`src/rtl/instruction_fetch_unit.sv`:
```
// Instruction fetch unit: keeps a fetch PC, issues in-order memory reads and buffers the
// returned instructions in a small prefetch queue presented to the decoder over valid/ready.
module instruction_fetch_unit #(
  parameter int                         ADDRESS_WIDTH     = 32,
  parameter int                         INSTRUCTION_WIDTH = 16,
  parameter int                         FIFO_DEPTH        = 4,
  parameter logic [ADDRESS_WIDTH-1:0]   RESET_PC          = '0
) (
  input  logic                          clock_i,
  input  logic                          reset_i,
  input  logic                          enable_i,
  input  logic                          take_i,
  input  logic [ADDRESS_WIDTH-1:0]      branch_target_i,
  output logic                          mem_request_o,
  output logic [ADDRESS_WIDTH-1:0]      mem_address_o,
  input  logic                          mem_grant_i,
  input  logic                          mem_rvalid_i,
  input  logic [INSTRUCTION_WIDTH-1:0]  mem_rdata_i,
  output logic                          instruction_valid_o,
  output logic [INSTRUCTION_WIDTH-1:0]  instruction_o,
  output logic [ADDRESS_WIDTH-1:0]      instruction_pc_o,
  input  logic                          decode_ready_i
);

  localparam int PW = $clog2(FIFO_DEPTH);
  localparam int CW = PW + 1;

  typedef struct packed {
    logic [INSTRUCTION_WIDTH-1:0] insn;
    logic [ADDRESS_WIDTH-1:0]     pc;
  } entry_t;

  entry_t                  fifo_q [FIFO_DEPTH];
  entry_t                  head;
  logic [ADDRESS_WIDTH-1:0] fetch_pc_q, fetch_pc_d;
  logic [ADDRESS_WIDTH-1:0] resp_pc_q, resp_pc_d;
  logic [PW-1:0]           wr_ptr_q, wr_ptr_d, rd_ptr_q, rd_ptr_d;
  logic [CW-1:0]           count_q, count_d;
  logic [CW-1:0]           outst_q, outst_d;
  logic [CW-1:0]           discard_q, discard_d;
  logic [CW:0]             inflight;
  logic                    flush, grant_fire, push, pop, dropping;

  assign flush    = enable_i & take_i;
  assign inflight = {1'b0, count_q} + {1'b0, outst_q};
  assign dropping = (discard_q != '0);

  // Gated by reset so the request line reads 0 while reset is held.
  assign mem_request_o = reset_i & enable_i & ~take_i & (inflight < (CW+1)'(FIFO_DEPTH));
  assign mem_address_o = fetch_pc_q;
  assign grant_fire    = mem_request_o & mem_grant_i;

  assign push = mem_rvalid_i & ~flush & ~dropping;
  assign pop  = instruction_valid_o & decode_ready_i & enable_i & ~flush;

  assign head                = fifo_q[rd_ptr_q];
  assign instruction_valid_o = (count_q != '0);
  assign instruction_o       = instruction_valid_o ? head.insn : '0;
  assign instruction_pc_o    = instruction_valid_o ? head.pc   : '0;

  always_comb begin
    fetch_pc_d = fetch_pc_q;
    resp_pc_d  = resp_pc_q;
    wr_ptr_d   = wr_ptr_q;
    rd_ptr_d   = rd_ptr_q;
    count_d    = count_q;
    outst_d    = outst_q + CW'(grant_fire) - CW'(mem_rvalid_i);
    discard_d  = discard_q;
    if (flush) begin
      fetch_pc_d = branch_target_i;
      resp_pc_d  = branch_target_i;
      wr_ptr_d   = '0;
      rd_ptr_d   = '0;
      count_d    = '0;
      // Every read still in flight after this cycle belongs to the old stream,
      // including any already marked for dropping by an earlier flush.
      discard_d  = outst_q - CW'(mem_rvalid_i);
    end else begin
      if (grant_fire) fetch_pc_d = fetch_pc_q + 1'b1;
      if (push) begin
        resp_pc_d = resp_pc_q + 1'b1;
        wr_ptr_d  = wr_ptr_q + 1'b1;
      end
      if (pop) rd_ptr_d = rd_ptr_q + 1'b1;
      count_d = count_q + CW'(push) - CW'(pop);
      if (mem_rvalid_i && dropping) discard_d = discard_q - 1'b1;
    end
  end

  always_ff @(posedge clock_i or negedge reset_i) begin
    if (!reset_i) begin
      fetch_pc_q <= RESET_PC;
      resp_pc_q  <= RESET_PC;
      wr_ptr_q   <= '0;
      rd_ptr_q   <= '0;
      count_q    <= '0;
      outst_q    <= '0;
      discard_q  <= '0;
    end else begin
      fetch_pc_q <= fetch_pc_d;
      resp_pc_q  <= resp_pc_d;
      wr_ptr_q   <= wr_ptr_d;
      rd_ptr_q   <= rd_ptr_d;
      count_q    <= count_d;
      outst_q    <= outst_d;
      discard_q  <= discard_d;
    end
  end

  always_ff @(posedge clock_i or negedge reset_i) begin
    if (!reset_i) begin
      for (int i = 0; i < FIFO_DEPTH; i++) fifo_q[i] <= '0;
    end else if (push) begin
      fifo_q[wr_ptr_q] <= '{insn: mem_rdata_i, pc: resp_pc_q};
    end
  end

endmodule

```
`config.mk`:
```
export PLATFORM = sky130hd
export DESIGN_NAME = instruction_fetch_unit
export DESIGN_NICKNAME = d
export VERILOG_FILES = /design/src/rtl/instruction_fetch_unit.sv
export SDC_FILE = /design/constraint.sdc
export NUM_CORES = 1
export LEC_CHECK = 0
export CORE_MARGIN = 2
export CORE_UTILIZATION = 29
export DETAILED_ROUTE_END_ITERATION = 8
export SYNTH_ARGS = -nofsm -noshare
export SYNTH_HDL_FRONTEND = slang
export SYNTH_SLANG_ARGS = --single-unit
```
`constraint.sdc`:
```
create_clock -name clock_i -period 4 [get_ports clock_i]
set_input_delay 0.8 -clock clock_i [delete_from_list [all_inputs] [get_ports clock_i]]
set_output_delay 0.8 -clock clock_i [all_outputs]
set_load 0.02 [all_outputs]
```
==> reports/results.tsv <==
metric	value	unit
Worst Path Required	3.20	ns
Post-synth EDFFs	0	
R2R setup slack	0.90	ns
largest net degree at the start of global routing	83	
CP Capture Type	output port	
Post-CTS Setup Bufs	0	
Clock Tree Root	clkbuf_16	
HPWL Detailed	23800	µm
actual slew at the worst max-slew pin	1.04	ns
GPL Wtd Cong	0.844	
Post-synth top flop	dfrtp_1	
syn_area_per_cell	12.4	µm²
syn nets	1164	
die area	48200	µm²
Seq/Total Area, Yosys	0.500	
WHS Endpoint	fifo_q[145]$_DFFE_PN0P_	
I/O pin cnt	137	
r2r endpoint	count_q[2]$_DFF_PN0_	
Max VDD drop	0.370	mV
fin crit share	0.934	
DR vias	9514	
Max-Cap Viols	0	
drc violations	0	
initial core utilization	0.296	
Vert. Die Dim	220	µm
Synth area leader	dfrtp_1	
sequential standard cell area	6740	µm²
Pre-Repair DR Iteration Count	5	
final hold viol count	0	
RSZ-0062 raised after global routing	false	
number of global-route vias before repair	9447	
Nets	1267	
Rel. slew slack	0.298	
core area	45600	µm²
Clock Skew	0.0276	ns
clock insertion delay at the later pin of the skew report	0.58	ns
# diodes	0	
Ys Warns	0	
# rows	78	
Worst Path Arrival	2.94	ns
Routed Antenna Nets	0	
Tmin final	3.74	ns
Sink Count	269	
Hold Crit Start	fifo_q[145]$_DFFE_PN0P_	
crit start category	flop	
ys async rst share	1.00	
status	finished, final reports clean	
Yosys top cell area share	0.500	
final wirelength	35600	µm
Seq cells post-synth	269	
setup TNS	0	ns
H-tree depth	1	
Iter 0 DRT Violations	575	
worst r2r path cells	11	
initial antenna violation count	0	
area grow syn2layout	22.3	%
Max Freq	268	MHz
grt ovf	0	
commonest non-fill, non-tap cell in the layout	dfrtp_1	
synth unique cells	52	
Cell Area, Synth	13500	µm²
leakage power	6.95	nW
WL/cell	19.6	µm
Area contributors post-synth	dfrtp_1 50%, mux2_2 15%, mux4_2 8.0%, and2_1 2.5%, nor2_1 1.5%	
gr usage total	0.149	
most frequent cells in the layout	267 x dfrtp_1, 184 x mux2_2, 135 x clkdlybuf4s50_1	
worst r2r src	count_q[0]$_DFF_PN0_	
Port Buffers	136	
Power Density	674	nW/µm²
Vias/cell	5.24	
Die W	220	µm
CTS max path bufs	3	
post-CTS sizing	0	
total CTS buffers	30	
hold depth	1	
clk slew on worst S/H paths	0.06	ns
area of the multi-input gates	6370	µm²
Synth Instances	1091	
Slew Limit Fails	0	
worst min path class	flop to flop	
post-layout power	11.1	mW
worst-path fanout max	16	
Setup Viol. Count Final	0	
share of cells above drive strength 1	0.254	
crit path kind	flop to output port	
first-pass GRT wire length	55600	µm
Layout fillers	4428	
TritonCTS clock tree	done	
-- sequential cells by signal, indices dropped and copies added, names as in the netlist --
register       count
wr_ptr_q           2
mem_address_o     32
count_q            3
fifo_q           192
outst_q            3
discard_q          3
resp_pc_q         32
rd_ptr_q           2
-- per-layer routing --
layer,vias up,wire length (µm),share of wire,global-route usage
li1,4281,-,-,-
met5,-,0,0,0
met1,4878,16700,0.47,0.214
met2,304,16000,0.45,0.229
met3,51,2120,0.060,0.0272
met4,0,789,0.022,0.0381
-- logic make-up after synthesis --
family,count (synthesis),share of synthesized area
flip-flops,269,0.500
AO/OA/AOI/OAI,109,0.0553
XOR/XNOR,27,0.0176
buffers and inverters,97,0.0292
AND/OR/NAND/NOR,327,0.137
adder cells (fa/ha/maj),18,0.0178
multiplexers,244,0.244
-- per-stage QoR --
stage | cells | util | hold WS [ns] | cell area [µm²] | setup slack [ns]
2_1_floorplan | 1091 | - | 0.459 | 13500 | 1.15
3_3_place_gp | 1761 | 0.340 | 0.468 | 15500 | 0.595
3_5_place_dp | 1761 | 0.340 | 0.477 | 15500 | 0.514
4_1_cts | 1817 | 0.362 | 0.494 | 16500 | 0.171
5_1_grt | 1817 | 0.362 | 0.507 | 16500 | 0.101
6_report | 1817 | 0.362 | 0.487 | 16500 | 0.265
-- cells in the mapped netlist, types with 6 or more instances --
| cell | number |
|---|---|
| nand2b_1 | 6 |
| buf_2 | 23 |
| or4_1 | 15 |
| nor2_1 | 55 |
| nor4_1 | 20 |
| nand2_1 | 40 |
| mux2_2 | 184 |
| dfrtp_1 | 269 |
| o31ai_1 | 14 |
| clkbuf_1 | 47 |
| nor3_1 | 31 |
| and4_1 | 17 |
| ha_1 | 16 |
| inv_1 | 15 |
| a211oi_1 | 24 |
| xnor2_1 | 18 |
| xor2_1 | 9 |
| buf_1 | 12 |
| mux4_2 | 48 |
| a21oi_1 | 21 |
| nand4_1 | 27 |
| o21ai_0 | 10 |
| a31oi_1 | 15 |
| nand3_1 | 27 |
| and2_1 | 53 |
| and3_1 | 16 |
| mux2_1 | 8 |
| or3_1 | 7 |
-- critical path: stages (launching register included) --
cell	delay (ns)
dfrtp_4	0.66
buf_4	0.40
mux4_2	0.58
and2_1	0.17
clkdlybuf4s50_1	0.53
-- power by group --
part / internal [mW] / switching, mW / total, mW
clock: 1.62 / 1.12 / 2.74
combinational: 2.31 / 1.89 / 4.20
sequential: 3.51 / 0.668 / 4.17
total: 7.44 / 3.67 / 11.1
-- area by class of cell --
cell class / instances / area share
Clock buffer: 46 / 0.0528
Clock inverter: 9 / 0.00706
Inverter: 15 / 0.00342
Multi-Input combinational cell: 725 / 0.386
Sequential cell: 269 / 0.409
Tap cell: 600 / 0.0455
Timing Repair Buffer: 153 / 0.0961
-- worst max path at each step --
stage                             from                   end  slack (ns)  depth (start not counted)
3_3_place_gp                    take_i  outst_q[2]$_DFF_PN0_        0.60                         11
3_5_place_dp                    take_i  outst_q[2]$_DFF_PN0_        0.51                         11
4_1_cts        rd_ptr_q[0]$_DFFE_PN0P_  instruction_pc_o[22]        0.17                          4
6_report       rd_ptr_q[0]$_DFFE_PN0P_  instruction_pc_o[22]        0.26                          4
5_1_grt        rd_ptr_q[0]$_DFFE_PN0P_  instruction_pc_o[22]        0.10                          4
2_1_floorplan     count_q[1]$_DFF_PN0_  outst_q[2]$_DFF_PN0_        1.15                         12
-- repair_timing --
| item | CTS | global route |
|---|---|---|
| setup endpoints to repair | 0 | 0 |
| hold buffers | 1 | 0 |
| endpoints found under the hold margin | 3 | 0 |
Note: power is estimated with default switching activity, not from simulation.
